`config.mk`:
```
export PLATFORM = sky130hd
export DESIGN_NAME = hc595_driver_flat
export DESIGN_NICKNAME = d
export VERILOG_FILES = /design/src/rtl/hc_pkg.sv /design/src/rtl/hc595_driver_if.sv /design/src/rtl/hc595_phase_cnt.sv /design/src/rtl/hc595_driver.sv /design/src/flat_wrapper.sv
export SDC_FILE = /design/constraint.sdc
export NUM_CORES = 1
export LEC_CHECK = 0
export BUFFER_PORTS_ARGS = -buffer_cell sky130_fd_sc_hd__buf_2
export CAP_MARGIN = 20
export CORE_MARGIN = 4
export CORE_UTILIZATION = 53
export CTS_BUF_LIST = sky130_fd_sc_hd__clkbuf_8 sky130_fd_sc_hd__clkbuf_16
export DETAILED_ROUTE_END_ITERATION = 6
export PLACE_DENSITY = 0.78
export SETUP_SLACK_MARGIN = 0.2
export SLEW_MARGIN = 10
export SYNTH_ARGS = -nofsm -noshare
export SYNTH_HDL_FRONTEND = slang
export SYNTH_HIERARCHICAL = 1
export SYNTH_SLANG_ARGS = --single-unit
```
`constraint.sdc`:
```
create_clock -name Clk -period 4.35 [get_ports Clk]
set_input_delay 0.435 -clock Clk [delete_from_list [all_inputs] [get_ports Clk]]
set_output_delay 0.435 -clock Clk [all_outputs]
set_load 0.02 [all_outputs]
```
`src/rtl/hc_pkg.sv`:
```
// Shared types and helpers for the 74HC595 chain driver: FSM state encoding
// and the counter-width function used for the phase and bit counters.
package hc_pkg;

   typedef enum logic [1:0] {
      IDLE,
      LOW,
      HIGH,
      LATCH
   } state_t;

   // A modulus of 1 still needs a one-bit register to hold its single value.
   function automatic int cnt_w(input int n);
      return (n > 1) ? $clog2(n) : 1;
   endfunction

endpackage

```
`src/rtl/hc595_driver_if.sv`:
```
// Word handshake between the control logic and the 74HC595 chain driver.
interface hc595_driver_if #(
   parameter int WIDTH = 8
) ();

   logic [WIDTH-1:0] Data;
   logic             Valid;
   logic             Ready;
   logic             Busy;

   modport master (output Data, output Valid, input Ready, input Busy);
   modport slave  (input Data, input Valid, output Ready, output Busy);

endinterface

```
`src/rtl/hc595_phase_cnt.sv`:
```
// Modulo-DIV phase counter with synchronous clear; o_tc marks the last
// system clock of every Sck half-period and of the Rck pulse.
module hc595_phase_cnt
   import hc_pkg::*;
#(
   parameter int DIV = 4
) (
   input  logic Clk,
   input  logic i_clr,
   output logic o_tc
);

   localparam int CW = cnt_w(DIV);

   logic [CW-1:0] r_cnt;

   assign o_tc = (r_cnt == CW'(DIV - 1));

   always_ff @(posedge Clk) begin
      if (i_clr || o_tc) r_cnt <= '0;
      else               r_cnt <= r_cnt + 1'b1;
   end

endmodule

```
`src/rtl/hc595_driver.sv`:
```
// Shifts a WIDTH-bit word MSB first onto Ser/Sck, then pulses Rck to latch it
// into the 74HC595 output stage; every pin is driven straight from a flop.
module hc595_driver
   import hc_pkg::*;
#(
   parameter int WIDTH = 8,
   parameter int DIV   = 4
) (
   input  logic           Clk,
   input  logic           Rst,
   hc595_driver_if.slave  bus,
   output logic           Ser,
   output logic           Sck,
   output logic           Rck,
   output logic           Oe_N
);

   localparam int BW = cnt_w(WIDTH);

   state_t           r_state, w_state_nxt;
   logic [WIDTH-1:0] r_shift, w_shift_nxt;
   logic [BW-1:0]    r_bit,   w_bit_nxt;
   logic             r_ser,   w_ser_nxt;
   logic             r_sck,   w_sck_nxt;
   logic             r_rck,   w_rck_nxt;
   logic             r_oe_n,  w_oe_n_nxt;
   logic             r_ready, w_ready_nxt;
   logic             r_busy,  w_busy_nxt;
   logic             w_tc;
   logic             w_clr;

   // The phase counter idles at zero so every frame starts on a fresh phase.
   assign w_clr = Rst || (r_state == IDLE);

   hc595_phase_cnt #(.DIV(DIV)) u_phase_cnt (
      .Clk   (Clk),
      .i_clr (w_clr),
      .o_tc  (w_tc)
   );

   always_comb begin
      // NOTE: every next-state value defaults to hold first, so no path through the case can infer a latch.
      w_state_nxt = r_state;
      w_shift_nxt = r_shift;
      w_bit_nxt   = r_bit;
      w_ser_nxt   = r_ser;
      w_sck_nxt   = r_sck;
      w_rck_nxt   = r_rck;
      w_oe_n_nxt  = r_oe_n;
      w_ready_nxt = r_ready;
      w_busy_nxt  = r_busy;

      case (r_state)
         IDLE: begin
            if (bus.Valid) begin
               w_shift_nxt = bus.Data;
               w_ser_nxt   = bus.Data[WIDTH-1];
               w_bit_nxt   = '0;
               w_ready_nxt = 1'b0;
               w_busy_nxt  = 1'b1;
               w_state_nxt = LOW;
            end
         end
         LOW: begin
            if (w_tc) begin
               w_sck_nxt   = 1'b1;
               w_state_nxt = HIGH;
            end
         end
         HIGH: begin
            if (w_tc) begin
               w_sck_nxt = 1'b0;
               if (r_bit != BW'(WIDTH - 1)) begin
                  w_shift_nxt = r_shift << 1;
                  w_ser_nxt   = w_shift_nxt[WIDTH-1];
                  w_bit_nxt   = r_bit + 1'b1;
                  w_state_nxt = LOW;
               end else begin
                  w_rck_nxt   = 1'b1;
                  w_ser_nxt   = 1'b0;
                  w_state_nxt = LATCH;
               end
            end
         end
         LATCH: begin
            if (w_tc) begin
               w_rck_nxt   = 1'b0;
               w_oe_n_nxt  = 1'b0;
               w_ready_nxt = 1'b1;
               w_busy_nxt  = 1'b0;
               w_state_nxt = IDLE;
            end
         end
         default: w_state_nxt = IDLE;
      endcase
   end

   always_ff @(posedge Clk) begin
      if (Rst) begin
         r_state <= IDLE;
         r_shift <= '0;
         r_bit   <= '0;
         r_ser   <= 1'b0;
         r_sck   <= 1'b0;
         r_rck   <= 1'b0;
         r_oe_n  <= 1'b1;
         r_ready <= 1'b1;
         r_busy  <= 1'b0;
      end else begin
         r_state <= w_state_nxt;
         r_shift <= w_shift_nxt;
         r_bit   <= w_bit_nxt;
         r_ser   <= w_ser_nxt;
         r_sck   <= w_sck_nxt;
         r_rck   <= w_rck_nxt;
         r_oe_n  <= w_oe_n_nxt;
         r_ready <= w_ready_nxt;
         r_busy  <= w_busy_nxt;
      end
   end

   assign Ser       = r_ser;
   assign Sck       = r_sck;
   assign Rck       = r_rck;
   assign Oe_N      = r_oe_n;
   assign bus.Ready = r_ready;
   assign bus.Busy  = r_busy;

endmodule

```
`src/flat_wrapper.sv`:
```
// flat-port wrapper written by rule: the top's interface ports become plain ports
module hc595_driver_flat import hc_pkg::*;
#(
   parameter int WIDTH = 8,
   parameter int DIV   = 4
)
  (Clk, Rst, Ser, Sck, Rck, Oe_N, bus_Data, bus_Valid, bus_Ready, bus_Busy);
  hc595_driver_if #(.WIDTH(WIDTH)) bus_i ();
  input  logic Clk;
  input  logic Rst;
  output logic Ser;
  output logic Sck;
  output logic Rck;
  output logic Oe_N;
  input wire logic [$bits(bus_i.Data)-1:0] bus_Data;
  input wire logic [$bits(bus_i.Valid)-1:0] bus_Valid;
  output wire logic [$bits(bus_i.Ready)-1:0] bus_Ready;
  output wire logic [$bits(bus_i.Busy)-1:0] bus_Busy;
  assign bus_i.Data = bus_Data;
  assign bus_i.Valid = bus_Valid;
  assign bus_Ready = bus_i.Ready;
  assign bus_Busy = bus_i.Busy;
  hc595_driver #(.WIDTH(WIDTH), .DIV(DIV)) u_core (.Clk(Clk), .Rst(Rst), .bus(bus_i), .Ser(Ser), .Sck(Sck), .Rck(Rck), .Oe_N(Oe_N));
endmodule
```
# Yosys cells after proc, flatten, opt, wreduce, memory -nomap -nowiden
# Cells that the tools add are included.
# word_totals
reg_bits	20
output_inout_bits	6
# op_classes
addsub	2
n_eq_ne	11
mux	28
reduce_logical	14
# op_table
operator	n
7-bit two-way mux	3
7-bit case mux with 2 select lines	1
4-bit AND reduction	3
2-bit two-way mux	5
2-bit != test (second input constant)	5
1-bit case mux with 2 select lines	5
1-bit two-way mux	9
3-bit two-way mux	3
3-bit AND reduction	3
2-bit case mux with 4 select lines	1
2-bit nonzero test	4
2-bit == test (second input constant)	3
3-bit case mux with 2 select lines	1
3-bit by 1-bit adder with 3-bit output (second input constant)	1
3-bit != test (second input constant)	1
2-bit by 1-bit adder with 2-bit output (second input constant)	1
2-bit by 1-bit == test with 1-bit output (second input constant)	1
2-bit logical NOT	1
1-bit logical OR	2
2-bit by 1-bit != test with 1-bit output (second input constant)	1
2-bit AND reduction	1

# Logic depth before layout (Yosys ltp)
# Gate-level depths: netlist (run 1).
# logic_depth
word_depth	4
ltp_mapped	7

# Cells and area by module
# Netlist (run 1), hierarchy kept.
# by_module_without_submodules
module	instances	cells_each	area_each_um2	seq_area_each_um2
hc595_driver	1	86	860.8	360.3
hc595_phase_cnt	1	5	75.1	40.0

# Worst setup path before layout (run 1)
# Ideal clock, no wire load.
# synth_path
path_type	flip-flop to flip-flop
startpoint	reg u_core.r_bit[0]
endpoint	reg u_core.r_bit[0]
setup_ns	0.121
arrival_time_ns	1.445
path_slack_ns	2.784
path_stages_with_launch	7
n_path_buf	1
period_less_slack_ns	1.566
path_cell_list	dfxtp_1 > ha_1 > ha_1 > nor4bb_1 > buf_4 > nor3_1 > mux2_2
# synth_between
elab_chain_cells	4
word_cells_on_any_way	7
cone_classes	add/sub (1); eq/ne (2); mux (3); reduce/logical (1)
# synth_lines
item	line_no	text
from (decl)	hc595_driver.sv:22	logic [BW-1:0] r_bit, w_bit_nxt;
from (signal assigned)	hc595_driver.sv:112	r_bit <= w_bit_nxt;
3-bit by 1-bit adder with 3-bit output	hc595_driver.sv:76	w_bit_nxt = r_bit + 1'b1;
3-bit two-way mux	hc595_driver.sv:73	if (r_bit != BW'(WIDTH - 1)) begin
3-bit two-way mux	hc595_driver.sv:71	if (w_tc) begin
3-bit case mux with 2 select lines	hc595_driver.sv:53	case (r_state)
# Several ways; a longest one is shown, not always the timed one. The select of a mux whose other input is x is not followed.
# A chain may end at the register's enable or synchronous reset.

# Worst setup path in the final report (run 1)
# layout_path
startpoint	reg u_core.r_state[1]
endpoint	reg u_core.r_shift[6]
# layout_between
elab_chain_cells	3
word_cells_on_any_way	8
cone_classes	eq/ne (4); mux (1); reduce/logical (3)
# layout_lines
item	line_no	text
from (decl)	hc595_driver.sv:20	state_t r_state, w_state_nxt;
from (signal assigned)	hc595_driver.sv:110	r_state <= w_state_nxt;
2-bit == test or 2-bit logical NOT (tied branches)	hc595_driver.sv:53	
2-bit by 1-bit != test with 1-bit output (no source line), or another cell as far along	n/a	
4-bit AND reduction (no source line)	n/a	
to (signal assigned)	hc595_driver.sv:111	r_shift <= w_shift_nxt;
to (decl)	hc595_driver.sv:21	logic [WIDTH-1:0] r_shift, w_shift_nxt;
# Several ways; a longest one is shown, not always the timed one.

==> results of run 1 <==
-- layer usage --
layer	share of wire, %	GRT usage (%)
met3	4.1	3.61
met1	48	18.6
met2	47	24.6
met5	0	0
met4	0.72	5.99
-- where the power goes --
| part | switching [mW] | internal [mW] |
|---|---|---|
| combinational | 0.0241 | 0.0192 |
| sequential | 0.00707 | 0.193 |
| clock | 0.0554 | 0.0803 |
-- worst register-to-register path, stage by stage (launching register included) --
cell and delay, ps:
dfxtp_1 760, nor4bb_2 720, or2_1 420, a211oi_2 110
-- state kept, by name, summed over array words and instances (netlist names) --
register                  cells
u_core/r_shift                7
u_core/u_phase_cnt/r_cnt      2
u_core/bus.Busy               1
u_core/Ser                    1
u_core/r_state                2
u_core/bus.Ready              1
u_core/Oe_N                   1
u_core/Rck                    1
u_core/r_bit                  3
u_core/Sck                    1
-- worst max path at each step --
stage,startpoint,end,slack [ps],depth (start not counted)
final,u_core/r_state[1],u_core/r_shift[6],2220,3
after CTS,u_core/u_phase_cnt/r_cnt[0],u_core/r_shift[6],1940,4
after floorplan,u_core/r_bit[0],u_core/r_bit[0],2780,6
after global routing,u_core/r_state[1],u_core/r_shift[0],2010,3
after detailed placement,u_core/u_phase_cnt/r_cnt[0],u_core/r_shift[2],1960,4
after global placement,u_core/u_phase_cnt/r_cnt[0],u_core/r_shift[6],2070,4
-- kinds of logic after synthesis --
kind of cell               synth area share, %
muxes                                     8.82
buffers and inverters                     6.42
and+or+nand+nor                           17.2
AOI/OAI and AO/OA                         20.7
adders and majority gates                 4.01
DFF                                       42.8
-- final cells by class --
type	instances	area (um2)
tap	24	30.0
clock buffer	4	55.1
timing repair buffer	16	80.1
fill	140	536
sequential	20	400
multi-input combinational	61	482
inverter	3	11.3
-- metrics by stage --
step | power (mW) | setup slack [ps] | hold slack [ps] | instances
detailed placement | 0.248 | 1960 | 435 | 124
finish | 0.379 | 2220 | 436 | 128
CTS | 0.384 | 1940 | 445 | 128
floorplan | 0.236 | 2780 | 408 | 91
global placement | 0.246 | 2070 | 416 | 124
global route | 0.403 | 2010 | 459 | 128
-- cell usage in the layout, fill, tap and decap left out, types with 2 or more instances in the layout --
| cell type | n |
|---|---|
| a211oi_2 | 6 |
| a21oi_1 | 4 |
| a22o_1 | 2 |
| a311oi_1 | 2 |
| buf_2 | 16 |
| clkbuf_8 | 4 |
| dfxtp_1 | 20 |
| ha_1 | 3 |
| inv_1 | 3 |
| mux2_2 | 2 |
| mux2i_1 | 6 |
| nand2_1 | 2 |
| nand2b_1 | 2 |
| nor2_1 | 3 |
| nor3_1 | 8 |
| nor3b_2 | 2 |
| o21ai_0 | 4 |
| o21bai_1 | 2 |
==> flow_summary_export.csv, run 1 <==
group,metric,value,unit
place,placed_area,997,um2
worst_setup_path,cpPeakStageDelay,760,ps
clock_network,clock_path_buffers,2,
worst_hold_path,hold_depth,1,
clock_network,postCtsHoldBufs,0,
outcome,run_status,"completed",
die,num_rows,14,
route,viasPerCell,5.46,
clock_network,clkTransAtPathRegs,70,ps
sta,rsz0062_at_grt,"false",
power,leakage,0.408,nW
global_route,grt_pass1_wl,2980,um
clock_network,insertion_delay,250,ps
worst_setup_path,path_cells,"nor4bb_2 > or2_1 > a211oi_2",
place,dp_hpwl,1210,um
layout,drive_gt1_share,30.8,%
worst_hold_path,hp-class,"register to register",
worst_setup_path,worstSetupPathType,"register to register",
worst_setup_path,end_kind,"register",
global_route,grt_max_degree,20,
logic_synthesis,yosys-top-cells-area,"dfxtp_1 (43%), a211oi_2 (8.0%), mux2i_1 (6.4%)",
logic_synthesis,yosysUniqueCellTypes,33,
worst_hold_path,holdCritStartpoint,"u_core/u_phase_cnt/r_cnt[0]",
logic_synthesis,synth_top_area_share,42.8,%
worst_setup_path,worstPathRequired,4470,ps
worst_setup_path,cp_num_buf_inv,0,
worst_setup_path,reg2reg_slack,2220,ps
sta,tightest_slew,731,ps
clock_network,cts_resized,0,
sta,slew_headroom,50.6,%
worst_setup_path,timing.rr.end,"u_core/r_shift[6]",
sta,finalSetupViolCount,0,
clock_network,cts_buffers,3,
clock_network,cts-root-buf,"clkbuf_8",
logic_synthesis,async_reset_ff_share,0,%
route,drcViolationCount,0,
layout,fin_util,66.4,%
worst_setup_path,critical-path-top-delay-family,"simple AND/OR/NAND/NOR gates",
die,core_area,1590,um2
logic_synthesis,ys_top_cells_by_count,"dfxtp_1 (20), nor3_1 (8), a211oi_2 (6), mux2i_1 (6)",
place,port_buffers,16,
job,max_cap_violations,0,
route,drt_first_pass_iters,4,
logic_synthesis,syn_nets,105,
route,vias,699,
sta,fmax,0.469,GHz
worst_setup_path,crit_fanout,17,
layout,layout-area-overhead-vs-synth,13.1,%
sta,finalMaxSlewViolations,0,
power,ir_drop,196,uV
logic_synthesis,syn_inst,91,
logic_synthesis,yosysWarningCount,6,
layout,final_nets,119,
sta,min_period,2130,ps
sta,period_share,49.1,%
logic_synthesis,yosys.area.top_type,"dfxtp_1",
route,wl_per_cell,13.1,um
die,die_h,50.0,um
route,drt-total-wl,1670,um
worst_setup_path,cp.arrival,2250,ps
worst_setup_path,cp_slowest_cell,"dfxtp_1",
logic_synthesis,syn_avg_cell_area,10.3,um2
clock_network,postCtsSetupBuffers,0,
worst_setup_path,start_kind,"register",
logic_synthesis,synth.yosys.seq_area_share,42.8,%
die,io_pins,17,
clock_network,cts_tree,"built",
sta,fin_skew,6.76,ps
route,ant_nets,0,
global_route,first_global_vias,683,
die,die_area,2500,um2
global_route,antenna_found_initial,0,
power,power.density,358,nW/um2
global_route,grt_use_total,15.0,%
worst_hold_path,holdPathEnd,"u_core/u_phase_cnt/r_cnt[0]",
sta,tns,0,ps
sta,hold_viol,0,
logic_synthesis,synth_top_flop_cell,"dfxtp_1",
logic_synthesis,yosysMostFrequentCell,"dfxtp_1",
clock_network,clkSinkCount,20,
logic_synthesis,ys_seq_elements,20,
global_route,overflow,0,
die,start_util,58.7,%
worst_setup_path,r2r_cells,3,
clock_network,htree_levels,1,
place,gp_congestion,0.753,
layout,diodes,0,
layout,stdcell_area,1060,um2
worst_setup_path,reg2reg_from,"u_core/r_state[1]",
logic_synthesis,synth_edf_count,0,
logic_synthesis,syn_area,936,um2
die,die_x,50.0,um
route,drt_iter0_drc,2,
(Power assumes the default switching activity.)
==> inputs of run 2 (changes only) <==
- clock period: 4.35 -> 2 ns (I/O delays scaled with it)
==> run 2 against run 1 <==
Clock skew fell by 3.0 ps; combinational power up 130%; die area stayed put; largest cell class unchanged; non-clock buffer count grew 5; highest routed layer unchanged.
==> flow_summary_export.csv, run 2 (synthesized netlist as in run 1, its figures left out) <==
group,metric,value,unit
worst_setup_path,start_kind,"register",
die,io_pins,17,
die,num_rows,14,
route,drcViolationCount,0,
worst_setup_path,cp_slowest_cell,"nor4bb_4",
clock_network,htree_levels,1,
global_route,grt_max_degree,20,
place,port_buffers,16,
job,max_cap_violations,0,
worst_setup_path,worstPathRequired,2180,ps
layout,top_regs,"u_core/r_shift x7, u_core/r_bit x3",
die,die_h,50.0,um
worst_setup_path,reg2reg_slack,370,ps
layout,layoutNonFillerInstCount,133,
layout,diodes,0,
power,switchingPower,0.191,mW
die,die_x,50.0,um
worst_setup_path,r2r_cells,6,
place,placed_area,1030,um2
worst_setup_path,crit_top_cell,"ha_1",
layout,fin_util,69.5,%
clock_network,clkTransAtPathRegs,70,ps
worst_setup_path,timing.rr.end,"u_core/r_shift[4]",
die,core_area,1590,um2
global_route,overflow,0,
power,leakage,0.437,nW
power,p_total,0.831,mW
sta,fin_ws,365,ps
worst_setup_path,path_cells,"ha_1 > ha_1 > nor4bb_4 > buf_4 > nor3_1 > a211oi_2",
clock_network,insertion_delay,250,ps
outcome,run_status,"completed",
layout,final_common_cell,"dfxtp_1",
power,p_int,0.640,mW
worst_setup_path,crit_fanout,6,
place,place_inst,129,
worst_hold_path,holdCritStartpoint,"bus_Data[0]",
route,drt_first_pass_iters,4,
layout,largest_register,"u_core/r_shift",
place,dp_hpwl,1240,um
layout,layout_common_cells,"dfxtp_1 (20), buf_2 (16), nor3_1 (8)",
power,p_clk_share,35.7,%
clock_network,clkSinkCount,20,
power,power.density,750,nW/um2
worst_hold_path,holdPathEnd,"u_core/r_shift[0]",
worst_setup_path,cpPeakStageDelay,350,ps
clock_network,clock_path_buffers,2,
sta,fin_skew,3.75,ps
route,drt_iter0_drc,13,
sta,tightest_slew,393,ps
global_route,first_global_vias,725,
global_route,antenna_found_initial,0,
clock_network,cts_tree,"built",
worst_setup_path,cp.arrival,1810,ps
sta,min_period,1630,ps
route,vias,728,
route,ant_nets,0,
sta,holdWs,248,ps
global_route,grt_pass1_wl,2950,um
sta,rsz0062_at_grt,"false",
sta,fmax,0.612,GHz
clock_network,cts-root-buf,"clkbuf_8",
route,wl_per_cell,12.8,um
sta,finalMaxSlewViolations,0,
power,ir_drop,515,uV
place,post-place-ws,141,ps
route,viasPerCell,5.47,
sta,tns,0,ps
route,drt-total-wl,1710,um
worst_setup_path,end_kind,"register",
sta,slew_headroom,73.8,%
worst_hold_path,hold_depth,3,
layout,final_nets,124,
sta,hold_viol,0,
global_route,grt_use_total,14.9,%
die,die_area,2500,um2
layout,drive_gt1_share,34.9,%
die,start_util,58.7,%
sta,finalSetupViolCount,0,
worst_setup_path,worstSetupPathType,"register to register",
layout,layout-area-overhead-vs-synth,18.3,%
layout,n_fill_cell,119,
layout,largest_reg_flops,7,
clock_network,cts_buffers,3,
place,gp_congestion,0.800,
power,p_sw_share,23.0,%
power,combPwrFrac,11.8,%
clock_network,postCtsSetupBuffers,0,
worst_setup_path,crit_start,"u_core/r_bit[0]",
worst_setup_path,reg2reg_from,"u_core/r_bit[0]",
sta,period_share,81.7,%
layout,stdcell_area,1110,um2
power,pwr-share-seq,52.4,%
worst_hold_path,hp-class,"primary input to register",
[run 2: final cells by class]
class | instances | area, um2 | share of cell area [%]
clock buffers | 4 | 55.1 | 4.97
well taps | 24 | 30.0 | 2.71
multi-input cells | 61 | 493 | 44.5
flip-flops and latches | 20 | 400 | 36.2
repair buffers | 21 | 118 | 10.6
inverters | 3 | 11.3 | 1.02
[run 2: how the worst max path moves through the flow]
stage,slack (ps),to,cells past startpoint
CTS,280,u_core/r_shift[4],6
detailed placement,140,u_core/r_shift[4],5
floorplan,430,u_core/r_bit[0],6
global route,250,u_core/r_shift[5],6
global placement,220,u_core/r_shift[2],5
finish,370,u_core/r_shift[4],6
[run 2: repair_timing]
| action | CTS | global route |
|---|---|---|
| gates resized for setup | 2 | 1 |
| gates cloned | 0 | 0 |
| setup endpoints to repair | 7 | 7 |
| hold buffers | 0 | 0 |
[run 2: worst max-delay path, delay by kind of cell, from the launching register on]
kind	cells	cell delay (ps)
adders and majority gates	2	440
DFF	1	330
AOI/OAI and AO/OA	1	190
buffers and inverters	1	200
and+or+nand+nor	2	410
[run 2: power by group through the flow]
stage | logic [mW] | registers, mW | clock network [mW]
5_1_grt | 0.108 | 0.439 | 0.323
3_5_place_dp | 0.0975 | 0.444 | 0
3_3_place_gp | 0.0943 | 0.443 | 0
6_report | 0.0983 | 0.436 | 0.297
4_1_cts | 0.0990 | 0.435 | 0.308
2_1_floorplan | 0.0662 | 0.448 | 0
[run 2: routing by layer]
metal  track usage [%]  part of all wire [%]  up-vias  wire length [um]
li1                  -                     -      368                 -
met1              17.7                    45      343               774
met2              25.7                    50       15               844
met3              3.01                   4.3        2                73
met4              6.45                  0.70        0                12
met5                 0                     0        -                 0
==> inputs of run 3 (changes only) <==
- CORE_UTILIZATION: 53 -> 47
- PLACE_DENSITY: 0.78 -> 0.74
- clock period: 2 -> 1.4 ns (I/O delays scaled with it)
==> run 3 against run 2 <==
The run now ends with setup timing left; clock skew up 2.4 ps; global-route usage grew 1.9 points; highest routed layer unchanged; routed wire length rose by 24%; power rose by 49%; core utilization up 5.8 points; cell count increased by 11%; sequential share of layout area shrank 6.3 points; design area grew 22%; maximum frequency up 9.0%; hold slack worse by 42 ps.
==> flow_summary_export.csv, run 3 (synthesized netlist as in run 1, its figures left out) <==
group,metric,value,unit
global_route,grt_use_total,16.8,%
place,placed_area,1160,um2
sta,hold_viol,0,
route,drt_first_pass_iters,4,
worst_setup_path,crit_fanout,4,
sta,period_share,107,%
place,gp_congestion,0.762,
route,drcViolationCount,0,
die,num_rows,15,
layout,layoutNonFillerInstCount,148,
worst_setup_path,worstPathRequired,1540,ps
worst_setup_path,reg2reg_slack,-100,ps
power,leakage,0.525,nW
route,ant_nets,0,
place,dp_hpwl,1400,um
route,wl_per_cell,14.3,um
global_route,first_global_vias,790,
clock_network,cts_buffers,3,
die,io_pins,17,
clock_network,clkTransAtPathRegs,80,ps
layout,stdcell_area,1360,um2
sta,fin_ws,-101,ps
route,vias,804,
layout,top_regs,"u_core/r_shift x7, u_core/r_bit x3",
worst_setup_path,end_kind,"register",
global_route,overflow,0,
global_route,antenna_found_initial,0,
clock_network,cts_tree,"built",
place,place_inst,139,
worst_setup_path,cpPeakStageDelay,340,ps
die,core_area,1800,um2
worst_setup_path,worstSetupPathType,"register to register",
sta,holdWs,206,ps
layout,layout-area-overhead-vs-synth,44.9,%
layout,drive_gt1_share,54.5,%
job,max_cap_violations,0,
die,die_x,52.6,um
sta,slew_headroom,77.2,%
clock_network,clkSinkCount,20,
route,drt-total-wl,2120,um
layout,final_nets,138,
outcome,violations,"setup timing",
clock_network,insertion_delay,260,ps
sta,rsz0062_at_grt,"true",
layout,diodes,0,
worst_setup_path,critical-path-top-delay-family,"flip-flops",
sta,finalMaxSlewViolations,0,
worst_setup_path,cp_num_buf_inv,1,
power,ir_drop,663,uV
power,power.density,912,nW/um2
worst_setup_path,cp.arrival,1640,ps
clock_network,cts-root-buf,"clkbuf_8",
clock_network,htree_levels,1,
worst_setup_path,cp_slowest_cell,"dfxtp_2",
sta,tns,-889,ps
die,die_area,2770,um2
global_route,grt_pass1_wl,3420,um
layout,largest_reg_flops,7,
outcome,run_status,"finished with violations",
route,viasPerCell,5.43,
layout,n_fill_cell,139,
clock_network,clock_path_buffers,2,
place,port_buffers,16,
sta,finalSetupViolCount,11,
route,drt_iter0_drc,6,
sta,fmax,0.666,GHz
worst_hold_path,hp-class,"primary input to register",
global_route,grt_max_degree,13,
worst_setup_path,start_kind,"register",
die,start_util,51.9,%
worst_setup_path,path_cells,"ha_4 > ha_4 > nor4bb_4 > buf_4 > nor3_4 > mux2_4",
sta,min_period,1500,ps
layout,layout_common_cells,"buf_2 (16), dfxtp_1 (16), buf_4 (12)",
layout,largest_register,"u_core/r_shift",
sta,fin_skew,6.15,ps
sta,tightest_slew,340,ps
worst_setup_path,crit_top_cell,"ha_4",
die,die_h,52.6,um
run 3: cell count changes in the layout (fill, tap and decap cells not counted), moves of 2 or more:
cell     delta
buf_4       +7
buf_6       +5
mux2_4      +2
ha_1        -3
ha_4        +3
dfxtp_2     +4
dfxtp_1     -4
mux2_2      -2
run 3: final timing paths:
| path | endpoint | cells past startpoint | from |
|---|---|---|---|
| worst max register to register | u_core/r_bit[0] | 6 | u_core/r_bit[0] |
| worst min-delay path | u_core/r_shift[0] | 3 | bus_Data[0] |
| worst min register to register | u_core/Oe_N | 1 | u_core/Oe_N |
| worst max-delay path | u_core/r_bit[0] | 6 | u_core/r_bit[0] |
run 3: stage by stage:
stage          setup WS (ps)  power, mW  utilization (%)
2_1_floorplan           -100      0.739                -
5_1_grt                 -175       1.31             75.3
3_3_place_gp            -108      0.786             64.4
4_1_cts                 -127       1.24             71.0
6_report                -101       1.24             75.3
3_5_place_dp            -129      0.793             64.4
run 3: routing by layer:
| metal | vias up | routed length [um] | GRT usage, % |
|---|---|---|---|
| met2 | 18 | 1050 | 27.7 |
| met5 | - | 0 | 0 |
| met4 | 0 | 22 | 8.94 |
| met1 | 386 | 951 | 20.1 |
| met3 | 2 | 90 | 3.70 |
| li1 | 398 | - | - |
run 3: repair_timing:
| item | in CTS | in global routing |
|---|---|---|
| hold buffers | 0 | 0 |
| gates resized for setup | 12 | 11 |
| pin swaps | 12 | 4 |
| cloned | 0 | 0 |
| setup endpoints to repair | 14 | 15 |
| setup buffers | 2 | 3 |
run 3: power breakdown:
group	switching [mW]	internal [mW]	total [mW]
logic	0.0921	0.0862	0.178
clock network	0.186	0.250	0.436
registers	0.0218	0.601	0.623
run 3: tightest hold or removal path, stage by stage:
cell and delay (ps):
buf_2 90, nand4_1 110, o22ai_2 70
run 3: layout make-up:
class                           instances  area (um2)  share of cell area [%]
Clock buffer                            4        55.1                    4.06
Inverter                                3        11.3                   0.830
Multi-Input combinational cell         61         592                    43.6
Sequential cell                        20         405                    29.9
Tap cell                               25        31.3                    2.31
Timing Repair Buffer                   35         262                    19.3
